### src/rtl/c1541_drive_seq.sv
// c1541_drive_seq: converts stepper phases to a half-track position and
// spins a virtual disk over the per-track GCR buffer.
// Ports: clk32/reset_n (sync, active-low); mtr, mode, soe, stp, speed_zone,
// dout from the drive logic; din, sync_n, byte_n, tr00_sense_n, half_track,
// track_change back to it; track_ready/track_len from the image loader;
// buf_addr/buf_rd/buf_rdata/buf_wr/buf_wdata to the track buffer RAM.
module c1541_drive_seq #(
  parameter int HT_MAX   = 84,
  parameter int HT_RESET = 34,
  parameter int BRDY_LEN = 64
) (
  input  logic        clk32,
  input  logic        reset_n,
  input  logic        mtr,
  input  logic        mode,
  input  logic        soe,
  input  logic [1:0]  stp,
  input  logic [1:0]  speed_zone,
  input  logic [7:0]  dout,
  output logic [7:0]  din,
  output logic        sync_n,
  output logic        byte_n,
  output logic        tr00_sense_n,
  output logic [6:0]  half_track,
  output logic        track_change,
  input  logic        track_ready,
  input  logic [12:0] track_len,
  output logic [12:0] buf_addr,
  output logic        buf_rd,
  input  logic [7:0]  buf_rdata,
  output logic        buf_wr,
  output logic [7:0]  buf_wdata
);

  localparam logic [1:0] S_IDLE = 2'd0;
  localparam logic [1:0] S_SPIN = 2'd1;
  localparam logic [1:0] S_WAIT = 2'd2;

  logic [1:0]  ph_q, state_q, state_d, zone_q, dph;
  logic [6:0]  ht_q, ht_d, cyc_q, last_cyc;
  logic [2:0]  bit_q;
  logic [12:0] pos_q;
  logic [13:0] pos_inc;
  logic [15:0] brdy_q;
  logic [7:0]  din_q;
  logic        tchg_q, seen_q, seen_d;
  logic        mode_q, soe_q, rd_pend_q, rd_soe_q, sync_n_q;
  logic        moved, bnd, enter, is_sync;

  always_comb begin
    dph   = stp - ph_q;
    ht_d  = ht_q;
    moved = 1'b0;
    if (dph == 2'd1 && ht_q != 7'(HT_MAX - 1)) begin
      ht_d  = ht_q + 7'd1;
      moved = 1'b1;
    end else if (dph == 2'd3 && ht_q != 7'd0) begin
      ht_d  = ht_q - 7'd1;
      moved = 1'b1;
    end
  end

  // Last cycle index of one bit cell: period is 128 - 8*zone.
  assign last_cyc = 7'd127 - {2'b00, zone_q, 3'b000};
  assign bnd      = (state_q == S_SPIN) && (bit_q == 3'd7) &&
                    (cyc_q == last_cyc);
  assign enter    = (state_q == S_IDLE) && mtr && track_ready &&
                    (track_len != 13'd0);
  assign pos_inc  = {1'b0, pos_q} + 14'd1;
  // Two consecutive FF bytes under the head form a sync mark.
  assign is_sync  = (buf_rdata == 8'hFF) && (din_q == 8'hFF);

  always_comb begin
    state_d = state_q;
    seen_d  = seen_q;
    if (moved) begin
      state_d = S_WAIT;
      seen_d  = 1'b0;
    end else begin
      case (state_q)
        S_IDLE: if (enter) state_d = S_SPIN;
        S_SPIN: if (!mtr || track_len == 13'd0) state_d = S_IDLE;
        S_WAIT: begin
          // Only a fresh load (ready low then high) releases the head.
          if (!track_ready)  seen_d  = 1'b1;
          else if (seen_q)   state_d = S_IDLE;
        end
        default: state_d = S_IDLE;
      endcase
    end
  end

  always_ff @(posedge clk32) begin
    if (!reset_n) begin
      ph_q      <= 2'd0;
      ht_q      <= 7'(HT_RESET);
      tchg_q    <= 1'b0;
      state_q   <= S_IDLE;
      seen_q    <= 1'b0;
      cyc_q     <= 7'd0;
      bit_q     <= 3'd0;
      pos_q     <= 13'd0;
      zone_q    <= 2'd0;
      mode_q    <= 1'b1;
      soe_q     <= 1'b0;
      rd_pend_q <= 1'b0;
      rd_soe_q  <= 1'b0;
      din_q     <= 8'h00;
      sync_n_q  <= 1'b1;
      brdy_q    <= 16'd0;
    end else begin
      ph_q      <= stp;
      ht_q      <= ht_d;
      tchg_q    <= moved;
      state_q   <= state_d;
      seen_q    <= seen_d;
      rd_pend_q <= buf_rd;
      rd_soe_q  <= soe_q;
      if (brdy_q != 16'd0) brdy_q <= brdy_q - 16'd1;
      if (enter) begin
        zone_q <= speed_zone;
        mode_q <= mode;
        soe_q  <= soe;
        if (pos_q >= track_len) pos_q <= 13'd0;
      end
      if (bnd || state_d != S_SPIN) begin
        cyc_q <= 7'd0;
        bit_q <= 3'd0;
      end else if (state_q == S_SPIN) begin
        if (cyc_q == last_cyc) begin
          cyc_q <= 7'd0;
          bit_q <= bit_q + 3'd1;
        end else begin
          cyc_q <= cyc_q + 7'd1;
        end
      end
      if (bnd) begin
        zone_q <= speed_zone;
        mode_q <= mode;
        soe_q  <= soe;
        pos_q  <= (pos_inc >= {1'b0, track_len}) ? 13'd0 : pos_inc[12:0];
      end
      if (buf_wr) begin
        sync_n_q <= 1'b1;
        if (soe_q) brdy_q <= 16'(BRDY_LEN);
      end
      if (rd_pend_q) begin
        din_q    <= buf_rdata;
        sync_n_q <= ~is_sync;
        if (rd_soe_q && !is_sync) brdy_q <= 16'(BRDY_LEN);
      end
    end
  end

  assign buf_rd       = bnd & mode_q;
  assign buf_wr       = bnd & ~mode_q;
  assign buf_addr     = pos_q;
  assign buf_wdata    = buf_wr ? dout : 8'h00;
  assign din          = din_q;
  assign sync_n       = sync_n_q;
  assign byte_n       = (brdy_q == 16'd0);
  assign half_track   = ht_q;
  assign tr00_sense_n = (ht_q != 7'd0);
  assign track_change = tchg_q;

endmodule

### config.mk
export PLATFORM = sky130hd
export DESIGN_NAME = c1541_drive_seq
export DESIGN_NICKNAME = d
export VERILOG_FILES = /design/src/rtl/c1541_drive_seq.sv
export SDC_FILE = /design/constraint.sdc
export NUM_CORES = 1
export LEC_CHECK = 0
export ABC_AREA = 1
export ABC_CLOCK_PERIOD_IN_PS = 2300
export BUFFER_PORTS_ARGS = -buffer_cell sky130_fd_sc_hd__buf_2
export CORE_ASPECT_RATIO = 2
export CORE_UTILIZATION = 45
export DETAILED_ROUTE_END_ITERATION = 10
export PLACE_DENSITY = 0.8
export SLEW_MARGIN = 5
export SYNTH_ARGS = -nofsm -noshare
export SYNTH_HDL_FRONTEND = slang
export SYNTH_SLANG_ARGS = --single-unit
### constraint.sdc
create_clock -name clk32 -period 2.3 [get_ports clk32]
set_input_delay 0.46 -clock clk32 [delete_from_list [all_inputs] [get_ports clk32]]
set_output_delay 0.46 -clock clk32 [all_outputs]
set_load 0.01 [all_outputs]
==> flow_summary.json, run 1 <==
{
  "numPlacedInstances": 913,
  "fin_cells": 942,
  "pwr_density_cell_nw_per_um2": 712,
  "avgSynthCellArea_um2": 6.63,
  "reg2reg_setup_slack_ps": -40,
  "place.gp.congestion": 0.917,
  "grt_max_degree": 27,
  "htreeDepth": 3,
  "cp.arrival_ps": 2620,
  "dp_hpwl_mm": 8.86,
  "rsz0062_at_grt": "yes",
  "grt_pass1_wl_mm": 18.9,
  "p_clk_share_pct": 30.9,
  "core_area_um2": 9700,
  "clock_skew_ps": 5.64,
  "rows": 51,
  "switching_share_pct": 36.0,
  "hold_class": "input pin to flop",
  "total_power_mw": 4.31,
  "crit_required_ps": 2570,
  "async_flop_share_pct": 0,
  "numCtsBuffers": 9,
  "cts-hold-fix-buffers": 0,
  "chipHeight_um": 143,
  "dieArea_um2": 10400,
  "fin_tns_setup_ps": -122,
  "p_int_mw": 2.76,
  "layout_common_cells": "nand2_1, nor2_1, inv_1, buf_2, dfxtp_1",
  "p_leak_nw": 3.05,
  "grt_pass1_vias": 4368,
  "cts_tree": "yes",
  "antenna_found_initial": 0,
  "clk_pin_slew_worst_paths_ps": 60,
  "clockRootBuffer": "clkbuf_16",
  "synthCells": 675,
  "critPathMaxFanout": 8,
  "globalRouteOverflowTotal": 0,
  "final_hold_viol_count": 0,
  "pwr-share-seq_pct": 33.4,
  "n_antenna_cell": 0,
  "clk-insertion-delay-late_ps": 330,
  "io_buffers": 80,
  "worst_pin_slew_ps": 426,
  "synthesis.area_um2": 4480,
  "io_pins": 81,
  "finalCritPeriodShare_pct": 102,
  "max_clock_freq_mhz": 427,
  "start_kind": "flop",
  "clock_path_buffers": 2,
  "worstReg2RegStart": "buf_addr[4]$_SDFFE_PN0P_",
  "antenna_left": 0,
  "drive_above_1_share_pct": 29.0,
  "drt-initial-drc-count": 232,
  "pwr-share-comb_pct": 35.7,
  "cts.sinks": 67,
  "synth_cell_types": 40,
  "die_x_um": 72.5,
  "setup_ws_ps": -42.2,
  "dp_slack_ps": -277,
  "area_growth_syn_to_layout_pct": 35.2,
  "violations": "setup timing",
  "yosys_warnings": 0,
  "first_pass_iters": 7,
  "hold_end": "ph_q[0]$_SDFF_PN0_",
  "ys_seq_area_share_pct": 30.0,
  "drv_cap": 0,
  "grtUsageTotal_pct": 23.4,
  "crit_type": "flop to flop",
  "hold_depth": 3,
  "finalSetupViolations": 4,
  "synth_ff_type": "dfxtp_1",
  "drcViolationCount": 0,
  "start_util_pct": 46.1,
  "ir_drop_uv": 637,
  "wl_mm": 12.7,
  "end_kind": "flop",
  "period_needed_ps": 2340,
  "synth_edf_count": 0,
  "finalMaxSlewViolations": 0,
  "reg2reg_depth": 15,
  "p_sw_mw": 1.55,
  "synth_fp_nets": 753,
  "layout_commonest_cell": "nand2_1",
  "status": "complete, but fails checks",
  "max_slew_margin_pct": 71.3,
  "avgRoutedWirePerCell_um": 13.5,
  "worstHoldStart": "stp[0]",
  "via_per_inst": 5.14,
  "fin_nets": 883,
  "r2r-end": "buf_addr[6]$_SDFFE_PN0P_",
  "vias": 4839,
  "synth_seq_cells": 67
}
registers in the layout (all words and copies together), names as in the netlist, 2 cells and up:
register and flops:
bit_q 3, brdy_q 16, buf_addr 13, cyc_q 7, din 8, half_track 7
ph_q 2, state_q 2, zone_q 2
synth_stat cells, drive strengths merged (2+ instances only):
master	instances	area share [%]
nand2	155	13
nor2	150	13
inv	93	7.8
dfxtp	67	30
ha	38	11
nand3	36	4.6
o21ai	26	2.9
xor2	26	5.1
nand4	21	3.4
a21oi	16	1.8
nor3	12	1.3
buf	7	1.1
xnor2	4	0.78
clkbuf	3	0.25
nor4	3	0.56
a21boi	2	0.34
mux2i	2	0.45
nand3b	2	0.34
nor3b	2	0.34
or2	2	0.28
layout make-up:
type	instances	area (um^2)
Fill cell	865	3650
Multi-Input combinational cell	504	3090
Timing Repair Buffer	129	793
Clock inverter	5	37.5
Sequential cell	67	1360
Tap cell	132	165
Inverter	94	355
Clock buffer	11	253
routing by layer:
metal	global-route usage, %	up-vias	routed length, um
met1	21.0	2236	4420
li1	-	2395	-
met4	14.6	0	759
met2	45.9	146	7060
met3	3.88	62	444
met5	0	-	0
metrics by stage:
step	hold slack, ps	cell area [um^2]	util [%]
after floorplan	417	4490	-
after global placement	436	5270	54.3
after detailed placement	435	5270	54.3
after CTS	322	5660	58.3
after global routing	346	6050	62.4
final	319	6050	62.4
critical path: stages, from the launching register on:
cell and delay (ps):
dfxtp_1 370, nand2_2 100, nor2_4 140, nand2_2 120, xor2_2 250, ha_1 310, a21oi_2 140, o21ai_1 80
nor2_1 100, nand2_1 60, nand2_1 70, nand2_2 70, buf_8 150, nor2_1 160, nor2_1 80, nor2_1 90
what timing repair did:
item / in CTS / in global routing
gates resized for setup: 15 / 78
buffers inserted: 6 / 7
pin swaps: 4 / 41
setup endpoints to repair: 22 / 25
kinds of logic after synthesis:
kind of cell,count (synthesis),synth area share (%)
simple gates,383,37.4
buf+inv,104,9.23
flops,67,30.0
compound gates,50,6.04
fa+ha+maj,39,11.1
xor+xnor,30,5.87
mux,2,0.447
worst max-delay path by stage:
stage	from	slack, ps	depth (start not counted)	to
after floorplan	stp[0]	-20	11	half_track[6]$_SDFFE_PN0P_
after global placement	stp[0]	-240	11	half_track[4]$_SDFFE_PN0P_
after detailed placement	stp[0]	-280	16	half_track[5]$_SDFFE_PN1P_
after CTS	buf_addr[0]$_SDFFE_PN0P_	-10	17	buf_addr[7]$_SDFFE_PN0P_
after global routing	buf_addr[1]$_SDFFE_PN0P_	-190	16	buf_addr[6]$_SDFFE_PN0P_
final	buf_addr[4]$_SDFFE_PN0P_	-40	15	buf_addr[6]$_SDFFE_PN0P_
power groups by stage:
stage,clock (mW),sequential (mW),combinational (mW)
2_1_floorplan,0,1.45,0.987
5_1_grt,1.39,1.46,1.72
3_3_place_gp,0,1.45,1.38
4_1_cts,1.33,1.43,1.42
3_5_place_dp,0,1.45,1.41
6_report,1.33,1.44,1.54
Power figures use the tool's default switching activity.
==> run 2: changes to the inputs <==
CELL_PAD_IN_SITES_DETAIL_PLACEMENT = 0   (was default)
CELL_PAD_IN_SITES_GLOBAL_PLACEMENT = 1   (was default)
CORE_UTILIZATION = 36   (was 45)
PLACE_DENSITY = 0.88   (was 0.8)
==> run 2 against run 1 <==
Compared with the run above:
- combinational power hardly changed
- the run still ends with setup timing left
- critical path depth grew 1
- clock skew up 3.5 ps
- first-iteration DRC count is 47% lower
- largest power group unchanged
- highest routed layer unchanged
- via count down 3.2%
- clock power rose by 8%
- critical path type unchanged
- largest cell class unchanged
- core utilization shrank 10 points
- global-route usage decreased by 2.9 points
==> flow_summary.json, run 2 (same netlist as run 1, synthesis figures left out) <==
{
  "drcViolationCount": 0,
  "drv_cap": 0,
  "finalCritPeriodShare_pct": 106,
  "clk-insertion-delay-late_ps": 340,
  "crit_type": "flop to flop",
  "drt-initial-drc-count": 124,
  "violations": "setup timing",
  "largest_reg_flops": 16,
  "switching_share_pct": 35.1,
  "p_sw_mw": 1.56,
  "pwr_density_cell_nw_per_um2": 703,
  "end_kind": "flop",
  "drive_above_1_share_pct": 29.9,
  "grt_pass1_wl_mm": 20.6,
  "via_per_inst": 4.88,
  "start_kind": "flop",
  "area_growth_syn_to_layout_pct": 41.2,
  "cts.sinks": 67,
  "place.gp.congestion": 0.850,
  "cts-hold-fix-buffers": 0,
  "clock_skew_ps": 9.13,
  "fin_nets": 885,
  "max_flop_register": "brdy_q",
  "fin_util_pct": 52.1,
  "p_leak_nw": 3.12,
  "ir_drop_uv": 542,
  "grt_max_degree": 27,
  "hold_class": "input pin to flop",
  "numCtsBuffers": 9,
  "io_pins": 81,
  "crit_required_ps": 2570,
  "cp.arrival_ps": 2700,
  "rows": 57,
  "wl_mm": 12.7,
  "io_buffers": 80,
  "avgRoutedWirePerCell_um": 13.2,
  "n_antenna_cell": 0,
  "worst_pin_slew_ps": 462,
  "dp_hpwl_mm": 9.31,
  "max_clock_freq_mhz": 412,
  "cts_tree": "yes",
  "grtUsageTotal_pct": 20.5,
  "pwr-share-seq_pct": 32.4,
  "critPathMaxFanout": 5,
  "globalRouteOverflowTotal": 0,
  "dieArea_um2": 12900,
  "clockRootBuffer": "clkbuf_16",
  "finalSetupViolations": 5,
  "chipHeight_um": 160,
  "clock_path_buffers": 2,
  "dp_slack_ps": -258,
  "htreeDepth": 3,
  "pwr-share-comb_pct": 35.1,
  "grt_pass1_vias": 4561,
  "antenna_found_initial": 0,
  "p_int_mw": 2.88,
  "die_x_um": 80.8,
  "setup_ws_ps": -128,
  "period_needed_ps": 2430,
  "first_pass_iters": 4,
  "antenna_left": 0,
  "max_slew_margin_pct": 68.9,
  "final_hold_viol_count": 0,
  "rsz0062_at_grt": "yes",
  "clk_pin_slew_worst_paths_ps": 60,
  "p_clk_share_pct": 32.5,
  "status": "complete, but fails checks",
  "vias": 4682,
  "layout_commonest_cell": "nand2_1",
  "layout_common_cells": "nand2_1, nor2_1, inv_1, buf_2, dfxtp_1",
  "core_area_um2": 12100,
  "finalMaxSlewViolations": 0,
  "holdWs_ps": 310,
  "start_util_pct": 36.9
}
## run 2: changes by cell type in the layout (fill, tap and decap cells not counted), moves of 3 or more
cell	previous run	this run
xor2_4	0	3
nor2_4	10	13
buf_4	45	42
ha_2	3	0
ha_4	11	14
nor2_1	131	128
## run 2: stage by stage
step | setup TNS [ps] | power [mW] | cell area [um^2] | cells
after floorplan | -45.9 | 2.44 | 4490 | 675
after global placement | -1290 | 2.86 | 5310 | 929
after detailed placement | -1840 | 2.87 | 5310 | 929
after CTS | -169 | 4.33 | 5940 | 955
after global routing | -1770 | 4.75 | 6320 | 959
final | -386 | 4.44 | 6320 | 959
## run 2: area by class of cell
| type | instances | area [um^2] |
|---|---|---|
| clock buffer | 11 | 253 |
| clock inverter | 5 | 60.1 |
| fill | 1193 | 5800 |
| inverter | 94 | 355 |
| multi-input combinational | 504 | 3260 |
| sequential | 67 | 1360 |
| tap | 147 | 184 |
| timing repair buffer | 131 | 851 |
## run 2: routing by layer
metal	vias up	share of wire [%]	track usage (%)
met5	-	0	0
met4	0	4.9	10.1
met3	54	2.4	2.86
met2	89	57	39.5
met1	2135	36	20.1
li1	2404	-	-
## run 2: final timing paths
path                                            endpoint                     start  cells past startpoint  slack [ps]
worst max-delay path            buf_addr[5]$_SDFFE_PN0P_  buf_addr[6]$_SDFFE_PN0P_                     16        -130
worst min-delay path                  ph_q[0]$_SDFF_PN0_                    stp[0]                      3         310
worst max register to register  buf_addr[5]$_SDFFE_PN0P_  buf_addr[6]$_SDFFE_PN0P_                     16        -130
worst min register to register       rd_soe_q$_SDFF_PN0_        soe_q$_SDFFE_PN0P_                      2         460
## run 2: power by group through the flow
stage          sequential (mW)  combinational (mW)  clock [mW]
2_1_floorplan             1.45               0.987           0
3_3_place_gp              1.46                1.40           0
3_5_place_dp              1.46                1.41           0
4_1_cts                   1.43                1.43        1.47
5_1_grt                   1.46                1.78        1.51
6_report                  1.44                1.56        1.44
## run 2: worst max-delay path, stage by stage (launching register included)
cell	delay [ps]
dfxtp_1	360
nand2_1	150
nor2_4	130
nand2_2	90
xor2_2	210
ha_1	320
a21oi_4	180
o21ai_2	70
nor2_1	90
nand2_1	80
nand2_2	90
nand2_4	70
buf_12	140
buf_16	130
nor2_1	110
nor2_1	50
nor2_1	110
## run 2: repair_timing
item                                    4_1_cts  5_1_grt
resized for setup                            53       68
cloned                                        1        0
buffers inserted                              9        6
pin swaps                                     9       42
endpoints found under the setup margin       22       26
endpoints found under the hold margin         0        0
==> run 3: changes to the inputs <==
ABC_AREA = default   (was 1)
CELL_PAD_IN_SITES_DETAIL_PLACEMENT = default   (was 0)
CELL_PAD_IN_SITES_GLOBAL_PLACEMENT = default   (was 1)
CORE_UTILIZATION = 45   (was 36)
PLACE_DENSITY = 0.81   (was 0.88)
==> run 3 against run 2 <==
Compared with the run above:
- the flow still finishes with violations (setup timing)
- design area decreased by 2.5%
- sequential power about the same
- worst setup slack got worse by 280 ps
- global-route usage increased by 7.2 points
- sequential share of layout area increased by 0.76 points
- clock-buffer cell count decreased by 1
- critical path type unchanged
- largest cell class unchanged
- largest power group unchanged
- highest routed layer unchanged
==> flow_summary.json, run 3 <==
{
  "grt_pass1_vias": 4348,
  "drv_cap": 0,
  "synth_compound_area_share_pct": 13.8,
  "numCtsBuffers": 9,
  "synth.largest_area_cell": "dfxtp_1",
  "path_cells": "and4_4, nand4_1, or3_4, xnor2_2, inv_1, ha_4, a21o_1, a211oi_2, o211a_4, o211ai_1, buf_4, o22ai_2",
  "cts.sinks": 67,
  "ir_drop_uv": 416,
  "grt_max_degree": 21,
  "clock_path_buffers": 2,
  "layout_commonest_cell": "buf_4",
  "reg2reg_setup_slack_ps": -410,
  "async_flop_share_pct": 0,
  "drt-initial-drc-count": 194,
  "grt_pass1_wl_mm": 20.2,
  "synthTopCellsByArea": "dfxtp_1, ha_1, xnor2_1",
  "synth_simple_gate_area_share_pct": 25.7,
  "antenna_found_initial": 0,
  "violations": "setup timing",
  "crit_required_ps": 2550,
  "yosysMostFrequentCell": "dfxtp_1",
  "finalMaxSlewViolations": 0,
  "fin_nets": 722,
  "status": "complete, but fails checks",
  "final_hold_viol_count": 0,
  "cts_tree": "yes",
  "finalSetupViolations": 25,
  "setup_ws_ps": -408,
  "finalCritPeriodShare_pct": 118,
  "synth_top_family_by_area": "simple AND/OR/NAND/NOR gates",
  "synthesis.area_um2": 4050,
  "htreeDepth": 3,
  "fillers": 599,
  "grtUsageTotal_pct": 27.7,
  "avgSynthCellArea_um2": 8.62,
  "p_leak_nw": 2.74,
  "drcViolationCount": 0,
  "synth_edf_count": 0,
  "synth_commonest_cells": "dfxtp_1, nor2_1, ha_1, inv_1, a21oi_1",
  "yosys_warnings": 0,
  "clk-insertion-delay-late_ps": 340,
  "max_flop_register": "brdy_q",
  "critPathMaxFanout": 4,
  "start_kind": "flop",
  "hold_depth": 2,
  "dieArea_um2": 9410,
  "area_growth_syn_to_layout_pct": 52.1,
  "n_antenna_cell": 0,
  "rows": 48,
  "synthAdderAreaFrac_pct": 12.2,
  "synth_cell_types": 57,
  "die_x_um": 69.1,
  "hold_end": "ph_q[1]$_SDFF_PN0_",
  "synth_fp_nets": 548,
  "critPathSlowestCell": "or3_4",
  "period_needed_ps": 2710,
  "max_slew_margin_pct": 48.5,
  "yosys-mux-area-fraction_pct": 3.71,
  "chipHeight_um": 136,
  "first_pass_iters": 4,
  "globalRouteOverflowTotal": 0,
  "reg2reg_depth": 12,
  "fin_area_um2": 6160,
  "clock_skew_ps": 9.52,
  "largest_reg_flops": 16,
  "worstReg2RegStart": "buf_addr[5]$_SDFFE_PN0P_",
  "synthCells": 470,
  "crit_type": "flop to flop",
  "clockRootBuffer": "clkbuf_16",
  "ys_seq_area_share_pct": 33.1,
  "multi_input_area_um2": 2980,
  "end_kind": "flop",
  "regArea_um2": 1370,
  "r2r-end": "buf_addr[10]$_SDFFE_PN0P_",
  "start_util_pct": 46.5,
  "core_area_um2": 8710,
  "clk_pin_slew_worst_paths_ps": 60,
  "io_pins": 81,
  "antenna_left": 0,
  "max_stage_delay_ps": 410,
  "cts-hold-fix-buffers": 0,
  "io_buffers": 80,
  "fin_tns_setup_ps": -5080,
  "place_area_um2": 5290,
  "cp.arrival_ps": 2960,
  "synth_seq_cells": 67,
  "avgRoutedWirePerCell_um": 18.3,
  "pwr_density_cell_nw_per_um2": 744,
  "max_clock_freq_mhz": 369,
  "wl_mm": 13.7,
  "synthXorXnorAreaFrac_pct": 6.39,
  "hold_class": "input pin to flop",
  "via_per_inst": 5.82,
  "worstHoldStart": "stp[1]",
  "dp_hpwl_mm": 9.26,
  "drive_above_1_share_pct": 43.6,
  "vias": 4359,
  "layout_common_cells": "buf_4, buf_2, dfxtp_1, nor2_1, inv_1",
  "worst_pin_slew_ps": 767,
  "yosysTopAreaCellShare_pct": 33.1,
  "synth_ff_type": "dfxtp_1",
  "rsz0062_at_grt": "yes",
  "place.gp.congestion": 0.911
}
[run 3: cell families after synthesis]
group / after synthesis
adders and majority gates: 39
xor gates and xnor gates: 28
and+or+nand+nor: 185
muxes: 15
buffers and inverters: 50
DFF: 67
AOI/OAI and AO/OA: 86
[run 3: worst max-delay path by stage]
stage                                  start                    endpoint  slack (ps)  depth (start not counted)
global route        buf_addr[5]$_SDFFE_PN0P_   buf_addr[10]$_SDFFE_PN0P_        -440                         12
finish              buf_addr[5]$_SDFFE_PN0P_   buf_addr[10]$_SDFFE_PN0P_        -410                         12
detailed placement                    stp[0]  half_track[6]$_SDFFE_PN0P_        -550                         11
floorplan                             stp[0]  half_track[6]$_SDFFE_PN0P_        -290                         10
CTS                       ph_q[1]$_SDFF_PN0_  half_track[6]$_SDFFE_PN0P_        -250                          8
global placement                      stp[0]  half_track[6]$_SDFFE_PN0P_        -520                         11
[run 3: power breakdown]
part	internal [mW]	leakage, nW	total (mW)	switching (mW)
registers	1.32	0.555	1.47	0.152
clock network	0.868	0.148	1.41	0.540
logic	0.825	2.04	1.71	0.884
[run 3: what timing repair did]
item | CTS | global route
gates resized for setup | 49 | 33
pin swaps | 34 | 21
gates cloned | 2 | 0
setup buffers | 14 | 7
endpoints found under the setup margin | 27 | 29
[run 3: area by class of cell]
class | instances | area share, %
multi-input cells | 354 | 48.3
clock buffers | 10 | 3.88
flip-flops and latches | 67 | 22.3
clock inverters | 6 | 1.06
inverters | 36 | 2.40
repair buffers | 176 | 20.0
well taps | 100 | 2.03
[run 3: per-stage QoR]
step                      hold slack (ps)  utilization [%]  std cells  setup WS, ps  power [mW]
after floorplan                       450                -        470          -291        2.55
after global routing                  372             70.7        749          -438        4.80
after CTS                             371             68.3        743          -248        4.51
after detailed placement              477             60.7        712          -554        3.02
final                                 370             70.7        749          -408        4.58
after global placement                462             60.7        712          -515        2.93
[run 3: layer usage]
| metal | share of wire, % | routed length (um) | track usage (%) | up-vias |
|---|---|---|---|---|
| met5 | 0 | 0 | 0 | - |
| met4 | 6.8 | 936 | 23.9 | 0 |
| met3 | 4.0 | 553 | 5.93 | 60 |
| met2 | 56 | 7700 | 53.6 | 140 |
| met1 | 33 | 4500 | 23.0 | 2095 |
| li1 | - | - | - | 2064 |
[run 3: critical path: cells and delay by family, from the launching register on]
family / cells / cell delay, ps
AO/OA/AOI/OAI: 5 / 830
XOR/XNOR: 1 / 170
AND/OR/NAND/NOR: 3 / 820
adder cells (fa/ha/maj): 1 / 160
buffers and inverters: 2 / 300
flip-flops: 1 / 340
